==> config.mk <==
export PLATFORM = sky130hd
export DESIGN_NAME = uart_rx_buf_flat
export DESIGN_NICKNAME = d
export VERILOG_FILES = /design/src/rtl/uart_pkg.sv /design/src/rtl/uart_rx_buf_if.sv /design/src/rtl/sync_fifo.sv /design/src/rtl/uart_rx_buf.sv /design/src/flat_wrapper.sv
export SDC_FILE = /design/constraint.sdc
export NUM_CORES = 1
export LEC_CHECK = 0
export ABC_CLOCK_PERIOD_IN_PS = 4330
export BUFFER_PORTS_ARGS = -buffer_cell sky130_fd_sc_hd__buf_4
export CORE_ASPECT_RATIO = 2
export CORE_MARGIN = 2
export CORE_UTILIZATION = 29
export CTS_BUF_LIST = sky130_fd_sc_hd__clkbuf_8
export CTS_CLUSTER_DIAMETER = 150
export DETAILED_ROUTE_END_ITERATION = 7
export PLACE_DENSITY = 0.45
export SLEW_MARGIN = 20
export SYNTH_ARGS = -nofsm -noshare
export SYNTH_HDL_FRONTEND = slang
export SYNTH_SLANG_ARGS = --single-unit
==> constraint.sdc <==
create_clock -name clk_50m -period 4.33 [get_ports clk_50m]
set_input_delay 0.2165 -clock clk_50m [delete_from_list [all_inputs] [get_ports clk_50m]]
set_output_delay 0.2165 -clock clk_50m [all_outputs]
set_load 0.01 [all_outputs]
==> src/rtl/uart_pkg.sv <==
// Shared types and constants for the buffered UART receiver.
// UART_RX_PARITY_EN adds the PARITY state to the receiver FSM.
package uart_pkg;

  localparam int unsigned DATA_W     = 8;
  localparam int unsigned CLK_HZ_DEF = 50_000_000;
  localparam int unsigned BAUD_DEF   = 115_200;

  typedef enum logic [2:0] {
    IDLE      = 3'd0,
    START     = 3'd1,
    DATA      = 3'd2,
`ifdef UART_RX_PARITY_EN
    PARITY    = 3'd3,
`endif
    STOP      = 3'd4,
    WAIT_IDLE = 3'd5
  } uart_rx_state_e;

endpackage

==> src/rtl/uart_rx_buf_if.sv <==
// Read-side handshake and status pulses of the buffered UART receiver.
interface uart_rx_buf_if;
  import uart_pkg::*;

  logic              rd_valid;
  logic              rd_ready;
  logic [DATA_W-1:0] rd_data;
  logic              frame_err;
  logic              overrun;

  modport master (output rd_valid, rd_data, frame_err, overrun, input rd_ready);
  modport slave  (input rd_valid, rd_data, frame_err, overrun, output rd_ready);
endinterface

==> src/rtl/sync_fifo.sv <==
// Single-clock FIFO: registered storage, combinational head read, simultaneous
// push and pop always succeed (including when full).
module sync_fifo #(
  parameter int unsigned WIDTH = 8,
  parameter int unsigned DEPTH = 16
) (
  input  logic                       clk,
  input  logic                       rst_n,
  input  logic                       push,
  input  logic [WIDTH-1:0]           push_data,
  input  logic                       pop,
  output logic [WIDTH-1:0]           rd_data_c,
  output logic                       full,
  output logic                       empty,
  output logic [$clog2(DEPTH):0]     count
);

  localparam int unsigned PTR_W = $clog2(DEPTH);
  localparam int unsigned CNT_W = PTR_W + 1;

  logic [WIDTH-1:0] mem_q [DEPTH];
  logic [PTR_W-1:0] wr_ptr_q;
  logic [PTR_W-1:0] rd_ptr_q;
  logic [CNT_W-1:0] count_q;
  logic             do_push;
  logic             do_pop;

  assign full      = (count_q == CNT_W'(DEPTH));
  assign empty     = (count_q == CNT_W'(0));
  assign count     = count_q;
  assign rd_data_c = mem_q[rd_ptr_q];

  // A pop in the same cycle frees the slot the push writes into.
  assign do_pop  = pop & ~empty;
  assign do_push = push & (~full | do_pop);

  always_ff @(posedge clk or negedge rst_n) begin
    if (!rst_n) begin
      for (int i = 0; i < int'(DEPTH); i++) mem_q[i] <= '0;
    end else if (do_push) begin
      mem_q[wr_ptr_q] <= push_data;
    end
  end

  always_ff @(posedge clk or negedge rst_n) begin
    if (!rst_n) begin
      wr_ptr_q <= '0;
      rd_ptr_q <= '0;
      count_q  <= '0;
    end else begin
      if (do_push) wr_ptr_q <= wr_ptr_q + PTR_W'(1);
      if (do_pop)  rd_ptr_q <= rd_ptr_q + PTR_W'(1);
      if (do_push && !do_pop)      count_q <= count_q + CNT_W'(1);
      else if (!do_push && do_pop) count_q <= count_q - CNT_W'(1);
    end
  end

endmodule

==> src/rtl/uart_rx_buf.sv <==
// UART receiver (8N1, or 8E1 when UART_RX_PARITY_EN is defined) feeding a
// valid/ready byte FIFO with frame-error and overrun pulses.
module uart_rx_buf
  import uart_pkg::*;
#(
  parameter int unsigned CLK_HZ     = CLK_HZ_DEF,
  parameter int unsigned BAUD       = BAUD_DEF,
  parameter int unsigned FIFO_DEPTH = 16
) (
  input  logic          clk_50m,
  input  logic          sw_rst_n,
  input  logic          uart_rx,
  uart_rx_buf_if.master rd_if
);

  localparam int unsigned DIV   = CLK_HZ / BAUD;
  localparam int unsigned CNT_W = $clog2(DIV);
  localparam int unsigned FCNT_W = $clog2(FIFO_DEPTH) + 1;

  // Counter runs down to zero; a reload of DIV-1 spaces samples DIV cycles apart.
  localparam logic [CNT_W-1:0] HALF_LOAD = CNT_W'(DIV / 2);
  localparam logic [CNT_W-1:0] BIT_LOAD  = CNT_W'(DIV - 1);

  logic [1:0]        sync_q;
  logic              rx_s;
  logic              rx_prev_q;

  uart_rx_state_e    state_q, state_d;
  logic [CNT_W-1:0]  cnt_q, cnt_d;
  logic [2:0]        bit_q, bit_d;
  logic [DATA_W-1:0] shift_q, shift_d;
  logic              expire;
  logic              push_c;
  logic              ferr_c;

  logic              frame_err_q;
  logic              overrun_q;
  logic              fifo_pop;
  logic              fifo_full;
  logic              fifo_empty;
  logic [FCNT_W-1:0] fifo_count;
  logic [DATA_W-1:0] fifo_head;

  // Two-flop synchronizer, idle-high so reset never looks like a start edge.
  always_ff @(posedge clk_50m or negedge sw_rst_n) begin
    if (!sw_rst_n) begin
      sync_q    <= 2'b11;
      rx_prev_q <= 1'b1;
    end else begin
      sync_q    <= {sync_q[0], uart_rx};
      rx_prev_q <= sync_q[1];
    end
  end

  assign rx_s   = sync_q[1];
  assign expire = (cnt_q == CNT_W'(0));

  always_ff @(posedge clk_50m or negedge sw_rst_n) begin
    if (!sw_rst_n) begin
      state_q <= IDLE;
      cnt_q   <= '0;
      bit_q   <= '0;
      shift_q <= '0;
    end else begin
      state_q <= state_d;
      cnt_q   <= cnt_d;
      bit_q   <= bit_d;
      shift_q <= shift_d;
    end
  end

  always_comb begin
    state_d = state_q;
    cnt_d   = expire ? cnt_q : cnt_q - CNT_W'(1);
    bit_d   = bit_q;
    shift_d = shift_q;
    push_c  = 1'b0;
    ferr_c  = 1'b0;

    unique case (state_q)
      IDLE: begin
        if (rx_prev_q && !rx_s) begin
          state_d = START;
          cnt_d   = HALF_LOAD;
        end
      end
      START: begin
        if (expire) begin
          if (!rx_s) begin
            state_d = DATA;
            cnt_d   = BIT_LOAD;
            bit_d   = 3'd0;
          end else begin
            state_d = IDLE;
          end
        end
      end
      DATA: begin
        if (expire) begin
          shift_d = {rx_s, shift_q[DATA_W-1:1]};
          cnt_d   = BIT_LOAD;
          bit_d   = bit_q + 3'd1;
          if (bit_q == 3'd7) begin
`ifdef UART_RX_PARITY_EN
            state_d = PARITY;
`else
            state_d = STOP;
`endif
          end
        end
      end
`ifdef UART_RX_PARITY_EN
      PARITY: begin
        if (expire) begin
          cnt_d = BIT_LOAD;
          if ((^shift_q) != rx_s) begin
            ferr_c  = 1'b1;
            state_d = WAIT_IDLE;
          end else begin
            state_d = STOP;
          end
        end
      end
`endif
      STOP: begin
        if (expire) begin
          if (rx_s) begin
            push_c  = 1'b1;
            state_d = IDLE;
          end else begin
            ferr_c  = 1'b1;
            state_d = WAIT_IDLE;
          end
        end
      end
      WAIT_IDLE: begin
        if (rx_s) state_d = IDLE;
      end
      default: state_d = IDLE;
    endcase
  end

  assign fifo_pop = rd_if.rd_ready & ~fifo_empty;

  sync_fifo #(
    .WIDTH (DATA_W),
    .DEPTH (FIFO_DEPTH)
  ) u_fifo (
    .clk       (clk_50m),
    .rst_n     (sw_rst_n),
    .push      (push_c),
    .push_data (shift_q),
    .pop       (fifo_pop),
    .rd_data_c (fifo_head),
    .full      (fifo_full),
    .empty     (fifo_empty),
    .count     (fifo_count)
  );

  // Status pulses, one cycle after the sample that caused them.
  always_ff @(posedge clk_50m or negedge sw_rst_n) begin
    if (!sw_rst_n) begin
      frame_err_q <= 1'b0;
      overrun_q   <= 1'b0;
    end else begin
      frame_err_q <= ferr_c;
      overrun_q   <= push_c & fifo_full & ~fifo_pop;
    end
  end

  assign rd_if.rd_valid  = (fifo_count != FCNT_W'(0));
  assign rd_if.rd_data   = rd_if.rd_valid ? fifo_head : '0;
  assign rd_if.frame_err = frame_err_q;
  assign rd_if.overrun   = overrun_q;

endmodule
==> src/flat_wrapper.sv <==
// flat-port wrapper written by rule: the top's interface ports become plain ports
module uart_rx_buf_flat import uart_pkg::*;
#(
  parameter int unsigned CLK_HZ     = CLK_HZ_DEF,
  parameter int unsigned BAUD       = BAUD_DEF,
  parameter int unsigned FIFO_DEPTH = 16
)
  (clk_50m, sw_rst_n, uart_rx, rd_if_rd_valid, rd_if_rd_data, rd_if_frame_err, rd_if_overrun, rd_if_rd_ready);
  uart_rx_buf_if rd_if_i ();
  input  logic clk_50m;
  input  logic sw_rst_n;
  input  logic uart_rx;
  output wire logic [$bits(rd_if_i.rd_valid)-1:0] rd_if_rd_valid;
  output wire logic [$bits(rd_if_i.rd_data)-1:0] rd_if_rd_data;
  output wire logic [$bits(rd_if_i.frame_err)-1:0] rd_if_frame_err;
  output wire logic [$bits(rd_if_i.overrun)-1:0] rd_if_overrun;
  input wire logic [$bits(rd_if_i.rd_ready)-1:0] rd_if_rd_ready;
  assign rd_if_rd_valid = rd_if_i.rd_valid;
  assign rd_if_rd_data = rd_if_i.rd_data;
  assign rd_if_frame_err = rd_if_i.frame_err;
  assign rd_if_overrun = rd_if_i.overrun;
  assign rd_if_i.rd_ready = rd_if_rd_ready;
  uart_rx_buf #(.CLK_HZ(CLK_HZ), .BAUD(BAUD), .FIFO_DEPTH(FIFO_DEPTH)) u_core (.clk_50m(clk_50m), .sw_rst_n(sw_rst_n), .uart_rx(uart_rx), .rd_if(rd_if_i));
endmodule
# ---- After elaboration in Yosys (flattened, before gate mapping)
# Index checks and enable logic that the tools add are counted.
dict set report word_totals {
  in_bits 4
  word_cells 110
  ff_bits 169
}
dict set report classes {
  n_reduce_logical 16
  eq_ne 13
  n_mux 34
  n_bitwise 11
  n_addsub 6
  order_cmp 3
}
# op count
set op_table {}
lappend op_table {{128-bit bitwise mux} 1}
lappend op_table {{9-bit two-way mux} 5}
lappend op_table {{8-bit binary-select mux with 4-bit select} 1}
lappend op_table {{8-bit demux with 4-bit select} 1}
lappend op_table {{8-bit two-way mux} 4}
lappend op_table {{3-bit two-way mux} 10}
lappend op_table {{9-bit case mux with 3 select lines} 1}
lappend op_table {{3-bit case mux with 5 select lines} 1}
lappend op_table {{2-bit by 1-bit != test with 1-bit output, second input constant} 6}
lappend op_table {{5-bit >= comparator, second input constant} 2}
lappend op_table {{5-bit two-way mux} 2}
lappend op_table {{4-bit inverter with 5-bit output} 2}
lappend op_table {{3-bit equality test, second input constant} 3}
lappend op_table {{9-bit zero test} 1}
lappend op_table {{9-bit by 1-bit subtractor with 9-bit output, second input constant} 1}
lappend op_table {{4-bit by 1-bit adder with 4-bit output, second input constant} 2}
lappend op_table {{1-bit two-way mux} 6}
lappend op_table {{3-bit case mux with 2 select lines} 1}
lappend op_table {{6-bit AND reduction} 1}
lappend op_table {{5-bit by 1-bit adder with 5-bit output, second input constant} 1}
lappend op_table {{1-bit AND} 5}
lappend op_table {{5-bit equality test, second input constant} 1}
lappend op_table {{5-bit zero test} 1}
lappend op_table {{5-bit by 1-bit less-than comparator with 1-bit output, second input constant} 1}
lappend op_table {{15 further kinds} 23}

# ---- Longest topological paths before layout
# Gate-level depths: netlist of the first run.
dict set report logic_depth {
  depth_word 10
  mapped_depth 15
}

# ---- Cells and area by module
# From an unflattened synthesis of the first run, not the netlist that was laid out.
dict set report unflattened {
  cells_unflattened 569
  hier_area_um2 8010.2
}
# mod cells_per_inst seq_area_each_um2 area_per_inst_um2 n_inst
set modules_own_cells {}
lappend modules_own_cells {sync_fifo 433 3528.4 6546.3 1}
lappend modules_own_cells {uart_rx_buf 136 704.4 1463.9 1}

# ---- Worst setup path before layout of the first run
# No wires, ideal clock.
dict set report synth_timing {
  kind {reg-to-reg}
  from {reg u_core.cnt_q[4]}
  to {reg u_core.u_fifo.count_q[4] (netlist: u_core.u_fifo.count[4])}
  stages_incl_launch_ff 14
  synth_period_minus_slack_ns 3.164
  path_slack_ns 1.166
  arrival_time_ns 3.039
  cell_sequence {dfrtp_1 or3_1 buf_2 nor4_4 inv_2 nor3b_4 ha_1 inv_1 fa_1 a21o_1 a21oi_1 xnor2_1 nor2_1 xor2_1}
}
dict set report synth_via {
  elab_chain_cells 7
  elab_cells_between_ends 9
  classes_between {3 x mux; 1 x bitwise; 5 x reduce/logical}
}
# element line_no
set synth_lines {}
lappend synth_lines {{from (decl)} uart_rx_buf.sv:29} ;# logic [CNT_W-1:0] cnt_q, cnt_d;
lappend synth_lines {{from (signal assigned)} uart_rx_buf.sv:66} ;# cnt_q <= cnt_d;
lappend synth_lines {{9-bit zero test (*)} uart_rx_buf.sv:56} ;# assign expire = (cnt_q == CNT_W'(0));
lappend synth_lines {{1-bit two-way mux (*)} uart_rx_buf.sv:126} ;# if (expire) begin
lappend synth_lines {{1-bit two-way mux (*)} uart_rx_buf.sv:80} ;# unique case (state_q)
lappend synth_lines {{1-bit AND (*)} sync_fifo.sv:35} ;# assign do_push = push & (~full | do_pop);
lappend synth_lines {{net u_core.u_fifo.do_push} sync_fifo.sv:25} ;# logic do_push;
lappend synth_lines {{1-bit zero test} sync_fifo.sv:54} ;# else if (!do_push && do_pop) count_q <= count_q - CNT_W'(1);
lappend synth_lines {{1-bit logical AND} sync_fifo.sv:54}
lappend synth_lines {{2-bit nonzero test (no source line)} --}
lappend synth_lines {{to (signal assigned)} sync_fifo.sv:53} ;# if (do_push && !do_pop) count_q <= count_q + CNT_W'(1);
lappend synth_lines {{to (signal assigned)} sync_fifo.sv:54}
lappend synth_lines {{to (decl)} sync_fifo.sv:24} ;# logic [CNT_W-1:0] count_q;
# The timed path passes the listed nets; every way through them passes the cells marked *.
# A chain may end at the register's enable or synchronous reset.

# ---- Final worst setup path of the first run
dict set report layout_timing {
  from {reg u_core.cnt_q[3]}
  to {reg u_core.u_fifo.count_q[4] (netlist: u_core.u_fifo.count[4])}
}
# The elaborated chain is that of the path after synthesis.

==> results.sh, run 1 <==
export IMPL_synth_simple_area_share_pct=10.0
export IMPL_first_global_vias=5222
export IMPL_synth_seq_cells=169
export IMPL_final_max_slew_violation_count=0
export IMPL_dpl_cell_area_mm2=0.00856
export IMPL_fin_crit_sh_pct=83.6
export IMPL_fmax_ghz=0.276
export IMPL_clkSinkCount=169
export IMPL_cp_endpoint="u_core.u_fifo.count[4]"
export IMPL_synthArstFlopShare_pct=100
export IMPL_hpwl_um=13200
export IMPL_numPortBuffers=14
export IMPL_ff2ff_path_depth=12
export IMPL_synth_fa_ha_area_share_pct=2.26
export IMPL_cts_root_buf="clkbuf_8"
export IMPL_synth_compound_area_share_pct=2.97
export IMPL_nFillCells=2719
export IMPL_coreArea_mm2=0.0274
export IMPL_p_leak_nw=4.23
export IMPL_drv_cap=0
export IMPL_clk_pin_slew_ns=0.09
export IMPL_postCtsSetupBuffers=0
export IMPL_r2r_end="u_core.u_fifo.count[4]"
export IMPL_synth_top_area_share_pct=51.4
export IMPL_htree_levels=4
export IMPL_crit_path_start="u_core.cnt_q[3]"
export IMPL_dr_first_iter_drc_count=239
export IMPL_die_h_um=240
export IMPL_drive_gt1_share_pct=40.4
export IMPL_dieArea_mm2=0.0293
export IMPL_timing_rr_start="u_core.cnt_q[3]"
export IMPL_status="finished clean"
export IMPL_syn_to_final_growth_pct=11.1
export IMPL_end_kind="flip-flop"
export IMPL_min_path_type="reg2reg"
export IMPL_synthMuxAreaShare_pct=29.3
export IMPL_syn_area_per_cell_um2=14.3
export IMPL_tightest_slew_ns=1.01
export IMPL_antenna_found_initial=0
export IMPL_yosysMostFrequentCell="dfrtp_1"
export IMPL_grt_overflow_total=0
export IMPL_clock_latency_ns=0.47
export IMPL_layout_nets=596
export IMPL_viasPerCell=4.92
export IMPL_ant_nets=0
export IMPL_grt_max_degree=170
export IMPL_dr_pass1_iters=6
export IMPL_diodes=0
export IMPL_synth_top_family_by_area="multiplexers"
export IMPL_synth_xor_area_share_pct=1.19
export IMPL_finalSetupViolCount=0
export IMPL_hold_viol=0
export IMPL_num_vias=4644
export IMPL_pin_count=15
export IMPL_yosysWarningCount=0
export IMPL_rsz0062_at_grt="false"
export IMPL_min_period_ns=3.62
export IMPL_die_width_um=122
export IMPL_synth_top_flop_cell="dfrtp_1"
export IMPL_yosys_top_cells_area="dfrtp_1, mux2_2, mux4_2"
export IMPL_ctsResizeCount=0
export IMPL_syn_instance_count=567
export IMPL_synth_fp_nets=585
export IMPL_initial_utilization_pct=29.5
export IMPL_ys_types=49
export IMPL_finalInstanceArea_mm2=0.00898
export IMPL_syn_area_mm2=0.00808
export IMPL_synthTopCellsByCount="dfrtp_1, mux2_2, nand2_1"
export IMPL_setup_tns_ns=0
export IMPL_cp_arrival_ns=3.98
export IMPL_synth_edf_count=0
export IMPL_rows=86
export IMPL_place_congestion=0.765
export IMPL_clock_path_buffers=2
export IMPL_drc=0
export IMPL_powerDensity_mw_per_mm2=419
export IMPL_required_ns=4.69
export IMPL_slew_headroom_pct=33.0
export IMPL_grt_use_total_pct=14.1
export IMPL_grt_pass1_wl_um=30500
export IMPL_crit_fanout=12
export IMPL_seq_area_frac_synth_pct=52.4
export IMPL_wire_per_inst_um=19.9
export IMPL_ff2ff_setup_slack_ns=0.71
export IMPL_crit_type="reg2reg"
export IMPL_finalClockSkew_ns=0.0114
export IMPL_synth_top_area_cell="dfrtp_1"
export IMPL_ir_worst_vdd_uv=212
export IMPL_cts_buffers=17
export IMPL_start_kind="flip-flop"
export IMPL_cts_tree="yes"
export IMPL_routed_wl_um=18700
stage by stage:
| step | instances | hold WS (ns) | power [mW] | util, % | worst slack (ns) |
|---|---|---|---|---|---|
| after floorplan | 567 | -0.0791 | 2.43 | - | 1.17 |
| after global placement | 908 | 0.327 | 2.67 | 31.2 | 0.780 |
| after detailed placement | 908 | 0.326 | 2.70 | 31.2 | 0.700 |
| after CTS | 943 | 0.343 | 3.85 | 32.7 | 0.689 |
| after global routing | 943 | 0.354 | 3.99 | 32.7 | 0.427 |
| final | 943 | 0.362 | 3.76 | 32.7 | 0.709 |
per-layer routing:
layer	vias up	routed length, um	part of all wire [%]	GRT usage [%]
met5	-	0	0	0
met1	2472	6950	37	14.9
met4	0	491	2.6	5.71
met2	53	10900	58	26.4
met3	24	376	2.0	3.13
li1	2095	-	-	-
flip-flops by register name, summed over array words and instances, names as in the netlist:
name	flops
u_core.u_fifo.rd_ptr_q	4
u_core.bit_q	3
u_core.cnt_q	9
u_core.shift_q	8
u_core.state_q	3
u_core.rx_prev_q	1
u_core.rd_if.frame_err	1
u_core.rd_if.overrun	1
u_core.u_fifo.wr_ptr_q	4
u_core.u_fifo.count	5
u_core.u_fifo.mem_q	128
u_core.sync_q	2
critical path, cell delays in order (launching register included):
cell and delay [ns]:
dfrtp_1 0.44, or3_1 0.48, nor4_4 0.55, inv_2 0.23, nor3b_4 0.35, ha_1 0.24, inv_1 0.11, fa_1 0.42
a21o_1 0.18, a21oi_1 0.18, xnor2_1 0.13, nor2_1 0.06, xor2_1 0.14
placed cells by master (no fill, tap or decap), types with 3 or more instances in the layout:
master / synthesis / routed
dfrtp_1: 166 / 165
mux2_2: 126 / 126
nand2_1: 44 / 44
mux4_2: 32 / 32
clkbuf_8: 0 / 22
mux2i_1: 17 / 17
buf_4: 0 / 17
ha_1: 13 / 13
nor2_1: 12 / 12
nand2b_1: 11 / 11
o21ai_0: 9 / 9
o22ai_1: 8 / 8
xnor2_1: 8 / 8
nor2_4: 8 / 8
nand3_1: 7 / 7
inv_1: 6 / 6
a21oi_1: 5 / 5
nand4b_2: 5 / 5
mux2_1: 5 / 5
nand3b_1: 4 / 4
nor3_4: 4 / 4
clkinvlp_4: 0 / 4
or3_1: 3 / 3
nor4_4: 3 / 3
nor3_1: 3 / 3
xor2_1: 3 / 3
a22o_1: 3 / 3
clkinv_2: 0 / 3
dlygate4sd3_1: 0 / 3
dfstp_2: 3 / 3
area by class of cell:
type,count,area (um^2),share of cell area [%]
clock buffer,22,303,3.37
clock inverter,10,92.6,1.03
inverter,7,26.3,0.293
multi-input combinational,361,3700,41.2
sequential,169,4230,47.1
tap,352,440,4.90
timing repair buffer,22,189,2.10
kinds of logic after synthesis:
| family | count (synthesis) |
|---|---|
| AOI/OAI and AO/OA | 37 |
| xor gates and xnor gates | 11 |
| adders and majority gates | 14 |
| buffers and inverters | 37 |
| DFF | 169 |
| muxes | 180 |
| and+or+nand+nor | 119 |
where the power goes:
group	total (mW)	switching, mW	leakage [nW]	internal, mW
Clock	1.12	0.590	0.193	0.530
Sequential	1.78	0.113	2.31	1.67
Combinational	0.864	0.503	1.72	0.361
timing repair:
| action | CTS | global route |
|---|---|---|
| hold buffers | 3 | 0 |
| endpoints found under the setup margin | 0 | 0 |
| endpoints found under the hold margin | 168 | 0 |
worst min-delay path by stage:
stage	from	endpoint	depth (start not counted)
3_5_place_dp	uart_rx	u_core.sync_q[0]	1
4_1_cts	uart_rx	u_core.sync_q[0]	2
3_3_place_gp	uart_rx	u_core.sync_q[0]	1
6_report	u_core.sync_q[0]	u_core.sync_q[1]	0
5_1_grt	uart_rx	u_core.sync_q[0]	2
2_1_floorplan	sw_rst_n	u_core.bit_q[0]	0
No activity file was read; power rests on OpenSTA's default activity.
==> run 2, diff against run 1 <==
--- a/config.mk
+++ b/config.mk
@@ -5,7 +5,7 @@
 export SDC_FILE = /design/constraint.sdc
 export NUM_CORES = 1
 export LEC_CHECK = 0
-export ABC_CLOCK_PERIOD_IN_PS = 4330
+export ABC_CLOCK_PERIOD_IN_PS = 3400
 export BUFFER_PORTS_ARGS = -buffer_cell sky130_fd_sc_hd__buf_4
 export CORE_ASPECT_RATIO = 2
 export CORE_MARGIN = 2
==> constraint.sdc (replaced) <==
create_clock -name clk_50m -period 3.4 [get_ports clk_50m]
set_input_delay 0.17 -clock clk_50m [delete_from_list [all_inputs] [get_ports clk_50m]]
set_output_delay 0.17 -clock clk_50m [all_outputs]
set_load 0.01 [all_outputs]
==> run 2 against run 1 <==
  * Final cell count up 1.1%
  * Non-clock buffer count increased by 10
  * Sequential power increased by 28%
  * Largest cell class unchanged
==> results.sh, run 2 (synthesized netlist as in run 1, its figures left out) <==
export IMPL_coreArea_mm2=0.0274
export IMPL_viasPerCell=4.93
export IMPL_die_h_um=240
export IMPL_reg_top3="u_core.u_fifo.mem_q (128), u_core.cnt_q (9), u_core.shift_q (8)"
export IMPL_final_common_cell="dfrtp_1"
export IMPL_clk_pin_slew_ns=0.08
export IMPL_drive_gt1_share_pct=40.9
export IMPL_fin_crit_sh_pct=89.7
export IMPL_diodes=0
export IMPL_cts_hold_buf=3
export IMPL_status="finished clean"
export IMPL_syn_to_final_growth_pct=12.4
export IMPL_ctsResizeCount=0
export IMPL_regMostFlops="u_core.u_fifo.mem_q"
export IMPL_required_ns=3.75
export IMPL_initial_utilization_pct=29.5
export IMPL_start_kind="flip-flop"
export IMPL_hold_slack_ns=0.345
export IMPL_path_cells="or3_1 > nor4_4 > inv_2 > nor3b_4 > ha_1 > inv_1 > fa_1 > a21o_1 > a21oi_1 > xnor2_1 > nor2_1 > xor2_1"
export IMPL_routed_wl_um=18300
export IMPL_hpwl_um=13200
export IMPL_seq_power_share_pct=46.4
export IMPL_finalSetupViolCount=0
export IMPL_crit_fanout=5
export IMPL_fmax_ghz=0.328
export IMPL_numPortBuffers=14
export IMPL_antenna_found_initial=0
export IMPL_die_width_um=122
export IMPL_min_period_ns=3.05
export IMPL_cts_buffers=17
export IMPL_power_internal_mw=3.38
export IMPL_drv_cap=0
export IMPL_nFillCells=2698
export IMPL_finalClockSkew_ns=0.0135
export IMPL_dr_pass1_iters=4
export IMPL_ir_worst_vdd_uv=268
export IMPL_rsz0062_at_grt="false"
export IMPL_crit_type="reg2reg"
export IMPL_grt_overflow_total=0
export IMPL_pin_count=15
export IMPL_postCtsSetupBuffers=0
export IMPL_p_leak_nw=4.29
export IMPL_clkSinkCount=169
export IMPL_crit_path_top_delay_cell="dfrtp_1"
export IMPL_max_stage_delay_ns=0.41
export IMPL_grt_pass1_wl_um=29900
export IMPL_drc=0
export IMPL_layout_common_cells="dfrtp_1, mux2_2, nand2_1"
export IMPL_min_path_type="in2async"
export IMPL_powerDensity_mw_per_mm2=541
export IMPL_switching_share_pct=31.4
export IMPL_largest_reg_flops=128
export IMPL_place_congestion=0.720
export IMPL_cts_root_buf="clkbuf_8"
export IMPL_num_vias=4695
export IMPL_wire_per_inst_um=19.2
export IMPL_comb_power_share_pct=23.1
export IMPL_tightest_slew_ns=0.974
export IMPL_final_max_slew_violation_count=0
export IMPL_clock_path_buffers=2
export IMPL_grt_max_degree=100
export IMPL_ant_nets=0
export IMPL_cp_arrival_ns=3.40
export IMPL_dieArea_mm2=0.0293
export IMPL_first_global_vias=5235
export IMPL_setup_tns_ns=0
export IMPL_dr_first_iter_drc_count=265
export IMPL_hold_viol=0
export IMPL_htree_levels=4
export IMPL_slew_headroom_pct=35.0
export IMPL_cts_tree="yes"
export IMPL_rows=86
export IMPL_layout_nets=606
export IMPL_power_frac_clock_pct=30.5
export IMPL_switching_power_mw=1.54
export IMPL_end_kind="flip-flop"
export IMPL_clock_latency_ns=0.47
export IMPL_grt_use_total_pct=13.7
## run 2: changes by cell type in the layout (fill, tap and decap cells not counted)
cell,change
buf_12,+1
buf_4,+9
bufinv_16,+2
clkbuf_8,-3
clkinv_2,-2
clkinv_4,-1
inv_1,+3
inv_6,+1
## run 2: worst paths after layout
kind                             startpoint                 endpoint  slack, ns  cells after the start
max in group asynchronous          sw_rst_n  u_core.u_fifo.mem_q[21]       2.04                      3
hold reg to reg            u_core.sync_q[0]         u_core.sync_q[1]       0.36                      0
setup / recovery            u_core.cnt_q[4]   u_core.u_fifo.count[4]       0.35                     12
hold / removal                     sw_rst_n          u_core.cnt_q[3]       0.34                      2
min in group clk_50m                uart_rx         u_core.sync_q[0]       0.35                      2
setup reg to reg            u_core.cnt_q[4]   u_core.u_fifo.count[4]       0.35                     12
## run 2: layout make-up
cell class	instances	area (um^2)	area share, %
repair buffers	32	277	3.04
clock buffers	19	262	2.88
flip-flops and latches	169	4230	46.6
well taps	352	440	4.85
inverters	7	26.3	0.289
multi-input cells	361	3700	40.7
clock inverters	13	154	1.69
## run 2: worst max-delay path, delay by kind of cell, from the launching register on
| family | cells | cell delay (ns) |
|---|---|---|
| DFF | 1 | 0.41 |
| xor gates and xnor gates | 2 | 0.27 |
| AOI/OAI and AO/OA | 2 | 0.35 |
| adders and majority gates | 2 | 0.65 |
| and+or+nand+nor | 4 | 1.08 |
| buffers and inverters | 2 | 0.18 |
## run 2: stage by stage
step | setup WS [ns] | total power, mW | std cells | area, um^2 | utilization [%]
after floorplan | 0.236 | 3.10 | 567 | 8080 | -
after global placement | 0.360 | 3.45 | 918 | 8640 | 31.5
after detailed placement | 0.335 | 3.48 | 918 | 8640 | 31.5
after CTS | 0.313 | 5.01 | 953 | 9090 | 33.1
after global routing | 0.147 | 5.21 | 953 | 9090 | 33.1
final | 0.351 | 4.92 | 953 | 9090 | 33.1
## run 2: power by group through the flow
| stage | Combinational [mW] | Clock, mW | Sequential [mW] |
|---|---|---|---|
| 2_1_floorplan | 0.860 | 0 | 2.24 |
| 3_3_place_gp | 1.14 | 0 | 2.31 |
| 3_5_place_dp | 1.15 | 0 | 2.33 |
| 4_1_cts | 1.16 | 1.57 | 2.29 |
| 5_1_grt | 1.25 | 1.66 | 2.31 |
| 6_report | 1.14 | 1.50 | 2.28 |
## run 2: routing by layer
layer  up-vias  GRT usage [%]  routed length (um)
li1       2122              -                   -
met1      2478           14.3                6700
met2        66           26.1               10700
met3        29           2.89                 422
met4         0           5.33                 499
met5         -              0                   0
